### src/rtl/step_clk_ctrl.sv
// Step/run clock-enable generator: a programmable divider that issues tick pulses
// (and a toggling divided clock) either free-running or for a counted burst.
module step_clk_ctrl #(
    parameter int DIV_W   = 26,
    parameter int CNT_W   = 16,
    parameter int DIV_RST = 20
) (
    input  logic             clk,
    input  logic             rst_n,
    input  logic             cfg_we,
    input  logic [DIV_W-1:0] cfg_div,
    input  logic             cmd_valid,
    output logic             cmd_ready,
    input  logic             cmd_op,
    input  logic [CNT_W-1:0] cmd_count,
    input  logic             stop,
    output logic             tick,
    output logic             clkout,
    output logic             busy,
    output logic             done,
    output logic [CNT_W-1:0] remaining
);

    typedef enum logic [1:0] {
        IDLE = 2'd0,
        RUN  = 2'd1,
        STEP = 2'd2
    } state_t;

    state_t           state_reg;
    logic [DIV_W-1:0] div_reg;
    logic [DIV_W-1:0] cnt_reg;
    logic [CNT_W-1:0] rem_reg;
    logic             clkout_reg;
    logic             done_reg;

    logic [DIV_W-1:0] div_eff;
    logic             at_wrap;
    logic             accept;

    // A programmed divisor of zero behaves as one: tick on every busy cycle.
    assign div_eff   = (div_reg == '0) ? DIV_W'(1) : div_reg;
    assign at_wrap   = (cnt_reg == div_eff - DIV_W'(1));
    assign busy      = (state_reg != IDLE);
    assign cmd_ready = (state_reg == IDLE) && !stop;
    assign accept    = cmd_valid && cmd_ready;
    // tick is combinational so that stop can suppress it within the same cycle.
    assign tick      = busy && at_wrap && !stop;
    assign clkout    = clkout_reg;
    assign done      = done_reg;
    assign remaining = rem_reg;

    always_ff @(posedge clk or negedge rst_n) begin
        if (!rst_n) begin
            state_reg  <= IDLE;
            div_reg    <= DIV_W'(DIV_RST);
            cnt_reg    <= '0;
            rem_reg    <= '0;
            clkout_reg <= 1'b0;
            done_reg   <= 1'b0;
        end else begin
            done_reg <= 1'b0;
            // Divisor is frozen while busy; an update alongside an accept takes effect for it.
            if (state_reg == IDLE && cfg_we) begin
                div_reg <= cfg_div;
            end
            if (tick) begin
                clkout_reg <= ~clkout_reg;
            end
            if (stop) begin
                state_reg <= IDLE;
                cnt_reg   <= '0;
                rem_reg   <= '0;
            end else begin
                case (state_reg)
                    IDLE: begin
                        cnt_reg <= '0;
                        if (accept) begin
                            if (!cmd_op) begin
                                state_reg <= RUN;
                            end else if (cmd_count == '0) begin
                                done_reg <= 1'b1;
                            end else begin
                                state_reg <= STEP;
                                rem_reg   <= cmd_count;
                            end
                        end
                    end
                    RUN: begin
                        cnt_reg <= at_wrap ? '0 : cnt_reg + DIV_W'(1);
                    end
                    STEP: begin
                        cnt_reg <= at_wrap ? '0 : cnt_reg + DIV_W'(1);
                        if (tick) begin
                            if (rem_reg <= CNT_W'(1)) begin
                                state_reg <= IDLE;
                                rem_reg   <= '0;
                                done_reg  <= 1'b1;
                            end else begin
                                rem_reg <= rem_reg - CNT_W'(1);
                            end
                        end
                    end
                    default: begin
                        state_reg <= IDLE;
                        cnt_reg   <= '0;
                        rem_reg   <= '0;
                    end
                endcase
            end
        end
    end

endmodule

### config.mk
export PLATFORM = sky130hd
export DESIGN_NAME = step_clk_ctrl
export DESIGN_NICKNAME = d
export VERILOG_FILES = /design/src/rtl/step_clk_ctrl.sv
export SDC_FILE = /design/constraint.sdc
export NUM_CORES = 1
export LEC_CHECK = 0
export BUFFER_PORTS_ARGS = -buffer_cell sky130_fd_sc_hd__buf_2
export CAP_MARGIN = 20
export CORE_MARGIN = 4
export CORE_UTILIZATION = 35
export CTS_CLUSTER_DIAMETER = 30
export DETAILED_ROUTE_END_ITERATION = 10
export PLACE_DENSITY = 0.56
export SYNTH_ARGS = -nofsm -noshare
export SYNTH_HDL_FRONTEND = slang
export SYNTH_SLANG_ARGS = --single-unit
### constraint.sdc
create_clock -name clk -period 5 [get_ports clk]
set_input_delay 0.25 -clock clk [delete_from_list [all_inputs] [get_ports clk]]
set_output_delay 0.25 -clock clk [all_outputs]
set_load 0.02 [all_outputs]
==> results of run 1 <==
## timing repair
action,4_1_cts,5_1_grt
pin swaps,0,0
gates resized for setup,1,1
setup buffers,0,1
endpoints found under the setup margin,1,1
## area by class of cell
class / count / area share
inverters: 14 / 0.00921
clock inverters: 7 / 0.0134
clock buffers: 9 / 0.0395
flip-flops and latches: 72 / 0.316
repair buffers: 81 / 0.0774
multi-input cells: 415 / 0.506
well taps: 176 / 0.0386
## routing by layer
layer,part of all wire,vias up,global-route usage
met4,0.020,0,0.0631
met3,0.059,22,0.0371
li1,-,2075,-
met5,0,-,0
met1,0.46,2075,0.217
met2,0.46,143,0.255
## stage by stage
step / util / total power (µW) / cells
global placement: 0.401 / 2380 / 756
detailed placement: 0.402 / 2410 / 757
global route: 0.426 / 3280 / 774
floorplan: - / 1990 / 524
CTS: 0.425 / 3090 / 773
finish: 0.426 / 3070 / 774
## worst max-delay path, delay by kind of cell (launching register included)
kind | cells | cell delay, ns
buffers and inverters | 1 | 0.18
AND/OR/NAND/NOR | 10 | 2.69
multiplexers | 1 | 0.32
flip-flops | 1 | 0.60
adder cells (fa/ha/maj) | 1 | 0.22
AO/OA/AOI/OAI | 1 | 0.24
## layout by cell type, fill, tap and decap left out, types with 5 or more instances in the layout
cell type and instances:
xnor2_1 23, nand2b_1 6, buf_4 12, a32oi_1 5
or3_1 11, mux2_2 26, ha_1 7, nor4_1 19
buf_2 68, clkbuf_16 9, nand2_1 29, dfrtp_1 70
nor2b_1 8, o31ai_1 7, o21ai_1 12, xor2_1 30
nand3_1 18, a21oi_1 19, nor2_1 57, nor3_1 12
nand4_1 8, o21ai_0 9, inv_1 14, a22oi_1 6
and3_1 10, o211ai_1 11
## power breakdown
group	total (µW)	switching, µW	internal (µW)
sequential	1040	277	767
clock	663	272	391
combinational	1360	789	576
## cell families (layout without fill, tap and decap cells)
kind of cell,Yosys count,after routing,synth area share
AND/OR/NAND/NOR,218,218,0.247
AO/OA/AOI/OAI,106,106,0.162
flip-flops,72,72,0.373
XOR/XNOR,53,53,0.0960
buffers and inverters,37,111,0.0318
multiplexers,31,31,0.0719
adder cells (fa/ha/maj),7,7,0.0181
## path summary, 6_finish.rpt
kind,from,end,slack (ns),cells past startpoint
max,div_reg[2]$_DFFE_PN1P_,tick,0.16,14
max reg2reg,div_reg[2]$_DFFE_PN1P_,remaining[13]$_DFFE_PN0P_,0.49,15
min reg2reg,clkout$_DFFE_PN0P_,clkout$_DFFE_PN0P_,0.46,1
min in group clk,cfg_div[10],div_reg[10]$_DFFE_PN0P_,0.13,2
min,rst_n,remaining[13]$_DFFE_PN0P_,0.11,2
max in group asynchronous,rst_n,div_reg[20]$_DFFE_PN0P_,4.25,2
==> metrics.cfg, run 1 <==
[outcome]
status = finished, final reports clean

[floorplanning]
floorplan.initialDensity = 0.361
io_pins = 69
fp.dieW_um = 126
dieHeight_um = 126
core_area_um2 = 13400
die_area_um2 = 15800
num_rows = 42

[yosys]
ys_seq_area_frac = 0.373
synthTopCellsByCount = 70 x dfrtp_1, 57 x nor2_1, 30 x xor2_1
synth_top_area_share = 0.362
synth_edf_count = 0
netlist_top_cells_area = dfrtp_1 36%, mux2_2 6.1%, xor2_1 5.4%
ys_dominant_reg_cell = dfrtp_1
synth.most_common_cell = dfrtp_1
yosysTopAreaCell = dfrtp_1
avgSynthCellArea_um2 = 9.23
ys_ff_latch = 72
yosys_warnings = 0
syn_inst = 524
netlist_area_um2 = 4840
ys_async_sr_fraction = 1.00
synth_fp_nets = 579
ys_types = 70

[clocking]
holdBufCountCts = 0
clk_pin_slew_ns = 0.06
cts_tree = yes
clk_path_buf_depth = 2
clk_latency_ns = 0.35
cts_buffers = 9
cts_max_level = 3
clkSinkCount = 72
cts-root-buf = clkbuf_16

[setup_path]
cp_data_required_time_ns = 4.75
cpPeakStageDelay_ns = 0.60
critPathLaunchType = flip-flop
crit_chain = or4_4 -> or2_4 -> nand3b_1 -> nor2b_1 -> ha_1 -> or4b_4 -> or3_1 -> or3_4 -> mux2_4 -> o31ai_4 -> nand2_2 -> or3_4 -> nor2_2 -> buf_2
slowest_stage = dfstp_2
path_max_fanout = 8
crit_type = reg -> out
cpMostUsedCell = or3_4
cp-end-kind = output port
cp.arrival_ns = 4.59

[drt]
final_antenna_net_count = 0
routed_via_density = 5.57
vias = 4315
drt_iter0_markers = 205
dr.pass1.iters = 5
wl_per_cell_um = 16.5
drcViolationCount = 0
wl_um = 12800

[power_and_ir_drop]
ir_worst_vdd_uv = 206
p_leak_uw = 0.00230
p_per_area_nw_per_um2 = 538

[finish]
multiInputGateArea_um2 = 2880
regArea_um2 = 1800
drive_gt1_frac = 0.249
area_growth_pct = 18.0
fillCellCount = 1378
diodes = 0
final_nets = 648
final_area_um2 = 5700

[placed_design]
hpwl_um = 9540
dpl_cell_area_um2 = 5390
place_congestion = 0.875
place_ws_ns = 0.342
port-buffer-count = 68

[timing]
slew_violations = 0
relSlewSlack = 0.377
worstMarginPinSlew_ns = 0.935
hold_viol = 0
layout_min_cycle_time_ns = 4.84
tns_ns = 0
holdWs_ns = 0.113
clock_skew_ns = 0.0113
rsz0062_at_grt = false
layout_worst_path_cycle_share = 0.969
finalSetupViolations = 0
fmax_ghz = 0.206
worst_slack_ns = 0.155

[min_path]
min_path_type = in -> async

[global_route]
track_usage = 0.162
grt_max_degree = 73
grt_first_pass_wirelength_um = 20900
grt_overflow_total = 0
grt_pass1_vias = 4158
antenna_found_initial = 0

[run]
drv_cap = 0

(Power assumes the default switching activity.)
==> run 2, diff against run 1 <==
- BUFFER_PORTS_ARGS: -buffer_cell sky130_fd_sc_hd__buf_2 -> unset
- DONT_BUFFER_PORTS: unset -> 1
- PLACE_DENSITY: 0.56 -> 0.52
==> metrics.cfg, run 2 (synthesis results as in run 1) <==
[clocking]
cts_tree = yes
clk_latency_ns = 0.34
cts_buffers = 9
clk_path_buf_depth = 2
clkSinkCount = 72
clk_pin_slew_ns = 0.06
cts-root-buf = clkbuf_16
cts_max_level = 3

[timing]
layout_min_cycle_time_ns = 4.78
clock_skew_ns = 0.00825
worstMarginPinSlew_ns = 0.741
tns_ns = 0
slew_violations = 0
worst_slack_ns = 0.218
finalSetupViolations = 0
rsz0062_at_grt = false
hold_viol = 0
fmax_ghz = 0.209
relSlewSlack = 0.501
layout_worst_path_cycle_share = 0.956
holdWs_ns = 0.0518

[placed_design]
port-buffer-count = 0
place_congestion = 0.860
place_ws_ns = 0.347
hpwl_um = 9400
dpl_cell_area_um2 = 5050
dp_cells = 689

[min_path]
min_path_type = in -> reg
hold_start = cfg_div[18]
hold_depth = 1
whs_endpoint = div_reg[18]$_DFFE_PN0P_

[drt]
drt_iter0_markers = 230
drcViolationCount = 0
dr.pass1.iters = 5
wl_per_cell_um = 17.8
routed_via_density = 5.68
final_antenna_net_count = 0
vias = 4026
wl_um = 12600

[finish]
final_area_um2 = 5390
final_nets = 583
final_cell_mix = 70 x dfrtp_1, 57 x nor2_1, 30 x xor2_1
drive_gt1_frac = 0.158
layout_commonest_cell = dfrtp_1
area_growth_pct = 11.4
stdcell_count = 709
diodes = 0

[setup_path]
worst_r2r_endpoint = remaining[2]$_DFFE_PN0P_
rr_worst_depth = 15
crit_type = reg -> out
cp.arrival_ns = 4.53
cp-end-kind = output port
r2r_slack_ns = 0.47
cp_data_required_time_ns = 4.75
critPathLaunch = div_reg[2]$_DFFE_PN1P_
path_max_fanout = 8
critPathLaunchType = flip-flop
reg2reg_from = div_reg[2]$_DFFE_PN1P_

[global_route]
grt_first_pass_wirelength_um = 20600
grt_pass1_vias = 3918
track_usage = 0.160
grt_overflow_total = 0
grt_max_degree = 73
antenna_found_initial = 0

[outcome]
status = finished, final reports clean

[power_and_ir_drop]
p_leak_uw = 0.00203
ir_worst_vdd_uv = 302
p_per_area_nw_per_um2 = 545

[floorplanning]
io_pins = 69
num_rows = 42
fp.dieW_um = 126
floorplan.initialDensity = 0.361
dieHeight_um = 126
core_area_um2 = 13400
die_area_um2 = 15800

[run]
drv_cap = 0

## run 2: layout make-up
class	count	area, µm²
fill	1359	8010
clock buffer	10	239
sequential	72	1800
multi-input combinational	415	2890
inverter	14	52.6
timing repair buffer	16	146
clock inverter	6	35.0
tap	176	220
## run 2: repair_timing
item / CTS / global route
hold buffers: 2 / 0
gates resized for setup: 1 / 3
endpoints found under the setup margin: 1 / 1
buffers inserted: 0 / 2
hold endpoints to repair: 72 / 0
## run 2: worst max-delay path by stage
stage / end / slack (ns) / cells past startpoint
floorplan: tick / 0.68 / 14
global placement: remaining[2]$_DFFE_PN0P_ / 0.41 / 15
detailed placement: clkout$_DFFE_PN0P_ / 0.35 / 14
CTS: tick / 0.05 / 13
global route: tick / 0.06 / 13
finish: tick / 0.22 / 13
## run 2: report_power, final
part,switching [µW],internal [µW],total (µW),leakage [µW]
Clock,255,345,601,0.000134
Sequential,357,765,1120,0.000925
Combinational,686,528,1210,0.000968
## run 2: metrics by stage
step                      total power, µW  utilization
after CTS                            2950        0.400
after floorplan                      1990            -
final                                2940        0.402
after global placement               2300        0.376
after detailed placement             2320        0.377
after global routing                 3150        0.402
## run 2: routing by layer
metal  vias up  share of wire  track usage  routed length (µm)
li1       1939              -            -                   -
met1      1929           0.46        0.212                5750
met2       135           0.46        0.253                5830
met3        23          0.064       0.0469                 802
met4         0          0.018       0.0517                 229
met5         -              0            0                   0
## run 2: critical path, cell delays in order, from the launching register on
cell and delay (ns):
dfstp_2 0.60, or4_4 0.18, or2_1 0.17, nand3b_1 0.17
nor2b_2 0.18, ha_2 0.22, or4b_4 0.50, or3_1 0.41
or3_4 0.41, mux2_4 0.32, o31ai_4 0.26, nand2_2 0.13
or3_4 0.45, nor2_4 0.19
